[src/rtl/branch_resolver.sv]
// branch_resolver
// EX-stage half of the 2-bit branch predictor. Holds the branch captured in ID
// for one cycle, resolves it against the EX comparator, and returns the next
// counter state, the EX_Branch strobe, and the rollback request with its
// corrected PC. Also keeps saturating branch / mispredict counters.

module branch_resolver #(
  parameter int ADDR_W = 32,
  parameter int CNT_W  = 32
) (
  input  logic              clk_i,
  input  logic              rst_i,
  input  logic              id_branch_i,
  input  logic              id_bne_i,
  input  logic [ADDR_W-1:0] id_pc_i,
  input  logic [ADDR_W-1:0] id_imm_i,
  input  logic [1:0]        state_i,
  input  logic              stall_i,
  input  logic              eq_i,
  output logic              ex_branch_o,
  output logic [1:0]        update_o,
  output logic              rbk_o,
  output logic [ADDR_W-1:0] rbk_addr_o,
  output logic [CNT_W-1:0]  branch_cnt_o,
  output logic [CNT_W-1:0]  mispred_cnt_o
);

  // EX-stage copy of the branch decoded in ID
  logic              r_ex_valid;
  logic              r_ex_bne;
  logic [ADDR_W-1:0] r_ex_pc;
  logic [ADDR_W-1:0] r_ex_imm;
  logic [1:0]        r_ex_state;

  logic [CNT_W-1:0]  r_branch_cnt;
  logic [CNT_W-1:0]  r_mispred_cnt;

  logic              w_capture;
  logic              w_taken;
  logic              w_pred;
  logic              w_mispred;
  logic [1:0]        w_next_state;
  logic [ADDR_W-1:0] w_target;
  logic [ADDR_W-1:0] w_fallthru;

  // A stalled ID branch stays in ID and is presented again, so it is not
  // captured now. A rollback in flight marks the ID branch as wrong-path: its
  // fields may still be loaded, but it never becomes valid in EX.
  assign w_capture = id_branch_i & ~stall_i;

  assign w_taken   = eq_i ^ r_ex_bne;
  assign w_pred    = r_ex_state[1];
  assign w_mispred = r_ex_valid & (w_taken != w_pred);

  // Immediate is in half-word units, hence the one-bit shift.
  assign w_target   = r_ex_pc + {r_ex_imm[ADDR_W-2:0], 1'b0};
  assign w_fallthru = r_ex_pc + ADDR_W'(4);

  // Saturating 2-bit counter step in the resolved direction
  always_comb begin
    w_next_state = r_ex_state;
    if (w_taken) begin
      if (r_ex_state != 2'b11) w_next_state = r_ex_state + 2'b01;
    end else begin
      if (r_ex_state != 2'b00) w_next_state = r_ex_state - 2'b01;
    end
  end

  // ID->EX pipeline register
  always_ff @(posedge clk_i) begin
    if (rst_i) begin
      r_ex_valid <= 1'b0;
      r_ex_bne   <= 1'b0;
      r_ex_pc    <= '0;
      r_ex_imm   <= '0;
      r_ex_state <= 2'b11;
    end else begin
      r_ex_valid <= w_capture & ~w_mispred;
      if (w_capture) begin
        r_ex_bne   <= id_bne_i;
        r_ex_pc    <= id_pc_i;
        r_ex_imm   <= id_imm_i;
        r_ex_state <= state_i;
      end
    end
  end

  // Performance counters, saturating at all-ones
  always_ff @(posedge clk_i) begin
    if (rst_i) begin
      r_branch_cnt  <= '0;
      r_mispred_cnt <= '0;
    end else begin
      if (r_ex_valid && (r_branch_cnt != {CNT_W{1'b1}}))
        r_branch_cnt <= r_branch_cnt + CNT_W'(1);
      if (w_mispred && (r_mispred_cnt != {CNT_W{1'b1}}))
        r_mispred_cnt <= r_mispred_cnt + CNT_W'(1);
    end
  end

  assign ex_branch_o   = r_ex_valid;
  assign rbk_o         = w_mispred;
  // With no branch in EX the predictor ignores update_o; hold the stored state.
  assign update_o      = r_ex_valid ? w_next_state : r_ex_state;
  assign rbk_addr_o    = r_ex_valid ? (w_taken ? w_target : w_fallthru) : '0;
  assign branch_cnt_o  = r_branch_cnt;
  assign mispred_cnt_o = r_mispred_cnt;

endmodule

[config.mk]
export PLATFORM = sky130hd
export DESIGN_NAME = branch_resolver
export DESIGN_NICKNAME = d
export VERILOG_FILES = /design/src/rtl/branch_resolver.sv
export SDC_FILE = /design/constraint.sdc
export NUM_CORES = 1
export LEC_CHECK = 0
export CELL_PAD_IN_SITES_DETAIL_PLACEMENT = 1
export CELL_PAD_IN_SITES_GLOBAL_PLACEMENT = 2
export CORE_UTILIZATION = 27
export CTS_BUF_LIST = sky130_fd_sc_hd__clkbuf_4 sky130_fd_sc_hd__clkbuf_8 sky130_fd_sc_hd__clkbuf_16
export CTS_CLUSTER_SIZE = 8
export DETAILED_ROUTE_END_ITERATION = 10
export HOLD_SLACK_MARGIN = 0.12
export PLACE_DENSITY_LB_ADDON = 0.1
export SYNTH_ARGS = -nofsm -noshare
export SYNTH_HDL_FRONTEND = slang
export SYNTH_SLANG_ARGS = --single-unit
[constraint.sdc]
create_clock -name clk_i -period 4.9 [get_ports clk_i]
set_clock_uncertainty 0.1 [all_clocks]
set_input_delay 1.47 -clock clk_i [delete_from_list [all_inputs] [get_ports clk_i]]
set_output_delay 1.47 -clock clk_i [all_outputs]
set_load 0.01 [all_outputs]
After elaboration in Yosys (flattened, before gate mapping)
Cells that the tools add are included.
{"block": "classes", "n_eq_ne": 4, "n_mux": 6, "bitwise_logic": 6, "n_addsub": 6, "n_reduce_logical": 3}
{"op": "adder 32 x 1 -> 32 bit (second input constant)", "count": 2}
{"op": "2-to-1 mux 32 bit", "count": 2}
{"op": "!= test 32 bit (second input constant)", "count": 2}
{"op": "adder 32 x 3 -> 32 bit (second input constant)", "count": 1}
{"op": "adder 32 bit", "count": 1}
{"op": "2-to-1 mux 2 bit", "count": 4}
{"op": "bitwise AND 1 bit", "count": 3}
{"op": "adder 2 x 1 -> 2 bit (second input constant)", "count": 1}
{"op": "logical AND 1 bit", "count": 2}
{"op": "!= test 2 bit (second input constant)", "count": 1}
{"op": "inverter 1 bit", "count": 2}
{"op": "nonzero test 2 bit", "count": 1}
{"op": "subtractor 2 x 1 -> 2 bit (second input constant)", "count": 1}
{"op": "!= test 1 bit", "count": 1}
{"op": "bitwise XOR 1 bit", "count": 1}
{"block": "word_totals", "output_inout_bits": 100, "word_cells": 32, "reg_bits": 131}

Longest topological paths before layout
Gate-level depths: netlist of run 1.
{"block": "logic_depth", "word_depth": 5, "mapped_depth": 9}

Least setup slack after synthesis of run 1
No wires, ideal clock.
{"block": "synth_path", "path_type": "input to output", "start": "input port eq_i", "end": "output port rbk_addr_o[11]", "slack_ps": 611, "t_arrival_ps": 2719, "required_ps": 3330, "path_buffers": 2, "stages": 5, "cell_sequence": "xnor2_1 -> clkbuf_1 -> clkbuf_1 -> o21ai_0 -> nor2_1"}
{"block": "synth_via", "elab_chain_len": 3}
{"item": "start: declaration", "line_no": "19", "rtl": "input logic eq_i,"}
{"item": "bitwise XOR 1 bit", "line_no": "51", "rtl": "assign w_taken = eq_i ^ r_ex_bne;"}
{"item": "2-to-1 mux 32 bit (2 in series)", "line_no": "105", "rtl": "assign rbk_addr_o = r_ex_valid ? (w_taken ? w_target : w_fallthru) : '0;"}
{"item": "end: declaration", "line_no": "23", "rtl": "output logic [ADDR_W-1:0] rbk_addr_o,"}
Every way passes these cells.

Final worst setup path of run 1
{"block": "layout_path", "start": "input port eq_i", "end": "output port rbk_addr_o[6]"}
The elaborated chain is that of the path after synthesis.

==> out/results.txt, run 1 <==
The run finished with clean final reports. The proportion of synthesized flip-flops having asynchronous set or reset was 0. The worst setup path is of the in2out kind. The logs give 2 for the number of antenna violations at the first check in global routing and 28.3 mm for the wire length after detailed routing. The cell area that synthesis handed to floorplanning was 7920 µm². The tools report the worst-case vdd ir drop as 0.000213 V. Prior to clock tree synthesis, the placed netlist has a worst setup slack of -0.371 ns.

The actual transition at the worst max-transition pin is 0.836 ns, and the iteration count of the initial detailed-routing pass is 4. The sequential share of the synthesized area came out at 0.331. The internal power contribution is 1.97 mW. At the worst endpoint, the required time is 3.33 ns. The power share of the combinational group was 0.125; the critical path data arrival time was 3.24 ns. After layout, the design draws a total of 2.76 mW. The logs give 0.275 for the starting density of the core and 74 for the pin count of the biggest net entering global routing. The logs give 0 for the total overflow reported by the global router and 0.470 for the relative contribution of the clock network to total power. Die outline area: 30000 µm².

The worst slew margin relative to its limit is 0.443. Setup violations remaining at the end of the flow were counted as 0. Clock tree synthesis found a total of 131 sinks.

The tools report the worst-case setup margin in the final layout as 0.0940 ns. Along the worst hold path, the cell count comes to 2. The fraction of layout cells with a size suffix above 1 was 0.0952; the number of unique standard cell types used by synthesis was 60. In this run the critical register-to-register path is captured at mispred_cnt_o[27].

Measured in cells, the most critical reg-to-reg path has a length of 9. From bottom edge to top edge, the die measures 173 µm. Of all nets on the critical path, the largest fanout is 14. In this run the most critical hold path is launched from r_ex_pc[0]. Counting every net in the synthesized netlist gives 1162.

The final period utilization is 0.981. The most frequently used flop master after synthesis is dfxtp_1. The first global-routing pass estimated 45.3 mm of wire. The register-to-register setup slack is 2.20 ns. In this run, synthesis produced a sequential element count of 131.

The count of nets left with antenna violations once routing finished came out at 0. The number of warnings printed during yosys synthesis is 0, and the per-instance average area after synthesis is 7.50 µm². The tools report the number of fill cells in the layout as 3499. The region available for standard cell placement spans 28800 µm². The floorplan step set the die width to 173 µm.

For the sum of net half-perimeters after detailed placement, the log shows 21.0 mm. The tools report the startpoint class of the critical path as a primary input. The count of boundary I/O pins is 172, and the minimum period implied by the final worst setup slack is 4.81 ns.

At the end of routability-driven placement, the weighted congestion stood at 0.816. During placement, the flow inserted port buffers numbering 170. For the final hold violation count, the log shows 0.

The number of cells produced by synthesis is 1056. In the final routed layout, each cell accounts on average for 17.2 µm. Total number of H-tree levels: 4.

Dividing total power by cell area gives a power density of 251 nW/µm². The signed area change from the synthesized netlist to the final layout is 39.1%. The number of flops mapped to enable cells by yosys was 0; the final layout net count was 1353.

In this run the clock root is driven by a clkbuf_16. No sink is reached through more buffers than the 2 on the longest clock path. The number of clock buffers added by TritonCTS is 17. For the later-pin clock latency in the skew report, the log shows 0.43 ns. TritonCTS built the clock tree. In this run the critical register-to-register path is launched from r_ex_bne. The global-route total usage across every layer was 0.190; the via density per instance was 4.93. The count of vias placed by the detailed router was 8111; the max-slew violation total from the final report was 0.

The path type of the worst min-delay path was reg2reg. The worst hold path terminates at r_ex_pc[0]. After clock tree synthesis, the flow added hold-fix buffers numbering 0. The highest clock frequency the design can meet is 0.208 GHz, and the static power due to leakage is 4.24 nW. Fraction of power spent switching nets: 0.286. The sort of element at the end of the critical path is a primary output.

Switching component of the power: 0.790 mW. The floorplan row count was 62. The tool flagged a number of max-cap violations equal to 0. The run gives 8200 as the via count of the first global-routing pass. The leading cell type in the layout, fill and taps excluded is nand2_1. The run gives 0.404 as the sequential share of power.

The aggregate negative setup slack was 0 ns; the clock-pin transition on the worst setup and hold timing paths was 0.06 ns. The top cell types in the final layout, fill and taps aside, are 182 x nand2_1, 150 x clkdlybuf4s50_1, 130 x dfxtp_1, 121 x a21oi_1, 99 x nor2_1. After detailed routing, the number of remaining DRC violations is 0. For the starting DRC count in detailed routing, the log shows 338.
## worst max-delay path by stage
stage | start | to | slack, ns | depth (start not counted)
2_1_floorplan | eq_i | rbk_addr_o[11] | 0.61 | 5
3_3_place_gp | eq_i | rbk_addr_o[30] | -0.36 | 7
3_5_place_dp | eq_i | rbk_addr_o[30] | -0.37 | 7
4_1_cts | r_ex_pc[1] | rbk_addr_o[31] | -0.002 | 11
5_1_grt | r_ex_pc[1] | rbk_addr_o[25] | -0.007 | 11
6_report | eq_i | rbk_addr_o[6] | 0.09 | 6
## cells in the mapped netlist (20+ instances only)
master,n,share of area
nand2_1,184,0.087
dfxtp_1,131,0.33
a21oi_1,124,0.078
nor2_1,99,0.047
xor2_1,50,0.055
xnor2_1,47,0.052
clkbuf_1,44,0.021
nand3_1,43,0.027
o21ai_0,42,0.027
ha_1,33,0.052
inv_1,27,0.013
nand4_1,27,0.021
nor3_1,23,0.015
a21o_1,20,0.019
## power groups by stage
stage / Clock (mW) / Combinational, mW / Sequential, mW
after floorplan: 0 / 0.178 / 1.14
after global placement: 0 / 0.344 / 1.14
after detailed placement: 0 / 0.346 / 1.14
after CTS: 1.35 / 0.351 / 1.12
after global routing: 1.39 / 0.384 / 1.12
final: 1.30 / 0.346 / 1.12
## through the flow
step | utilization | cells | hold slack (ns) | instance area, µm²
CTS | 0.380 | 1642 | 0.360 | 10900
global placement | 0.359 | 1610 | 0.338 | 10300
detailed placement | 0.359 | 1610 | 0.351 | 10300
finish | 0.383 | 1645 | 0.357 | 11000
global route | 0.383 | 1644 | 0.388 | 11000
floorplan | - | 1056 | 0.332 | 7920
## state kept, by name, summed over array words and instances, names as in the netlist
| signal | cells |
|---|---|
| ex_branch_o | 1 |
| r_ex_state | 2 |
| branch_cnt_o | 32 |
| mispred_cnt_o | 32 |
| r_ex_pc | 32 |
| r_ex_imm | 31 |
| r_ex_bne | 1 |
## cell type report
cell class / count / area, µm² / share of cell area
clock buffer: 18 / 433 / 0.0393
sequential: 131 / 2620 / 0.238
tap: 384 / 480 / 0.0436
clock inverter: 14 / 140 / 0.0127
timing repair buffer: 224 / 2110 / 0.192
multi-input combinational: 846 / 5130 / 0.465
inverter: 27 / 101 / 0.00920
antenna: 1 / 2.50 / 0.000227
## logic make-up (layout without fill, tap and decap cells)
family | after synthesis | in the layout | synth area share
mux | 3 | 3 | 0.00379
flops | 131 | 131 | 0.331
other cells | 0 | 1 | 0
fa+ha+maj | 34 | 34 | 0.0546
xor+xnor | 97 | 97 | 0.107
compound gates | 256 | 256 | 0.195
simple gates | 456 | 456 | 0.270
buf+inv | 79 | 283 | 0.0387
## critical path, cell delays in order
cell	delay, ns
clkdlybuf4s15_1	0.25
xnor2_4	0.29
buf_4	0.25
a21oi_1	0.06
a211oi_1	0.30
clkdlybuf4s50_1	0.60
## per-layer routing
layer / track usage / share of wire / up-vias
met4: 0.0597 / 0.018 / 2
li1: - / - / 4073
met1: 0.245 / 0.46 / 3852
met5: 0 / 0.00046 / -
met2: 0.310 / 0.46 / 152
met3: 0.0445 / 0.054 / 32
## what timing repair did
item / 4_1_cts / 5_1_grt
resized for setup: 33 / 19
pin swaps: 0 / 5
endpoints found under the setup margin: 29 / 5
setup buffers: 0 / 2
cloned: 0 / 0
No activity file was read; power rests on OpenSTA's default activity.
==> run 2: changes to the inputs <==
HOLD_SLACK_MARGIN = 0.06   (was 0.12)
==> results of run 2 <==
The final DEF is identical to that of run 1; final timing and power are the same.
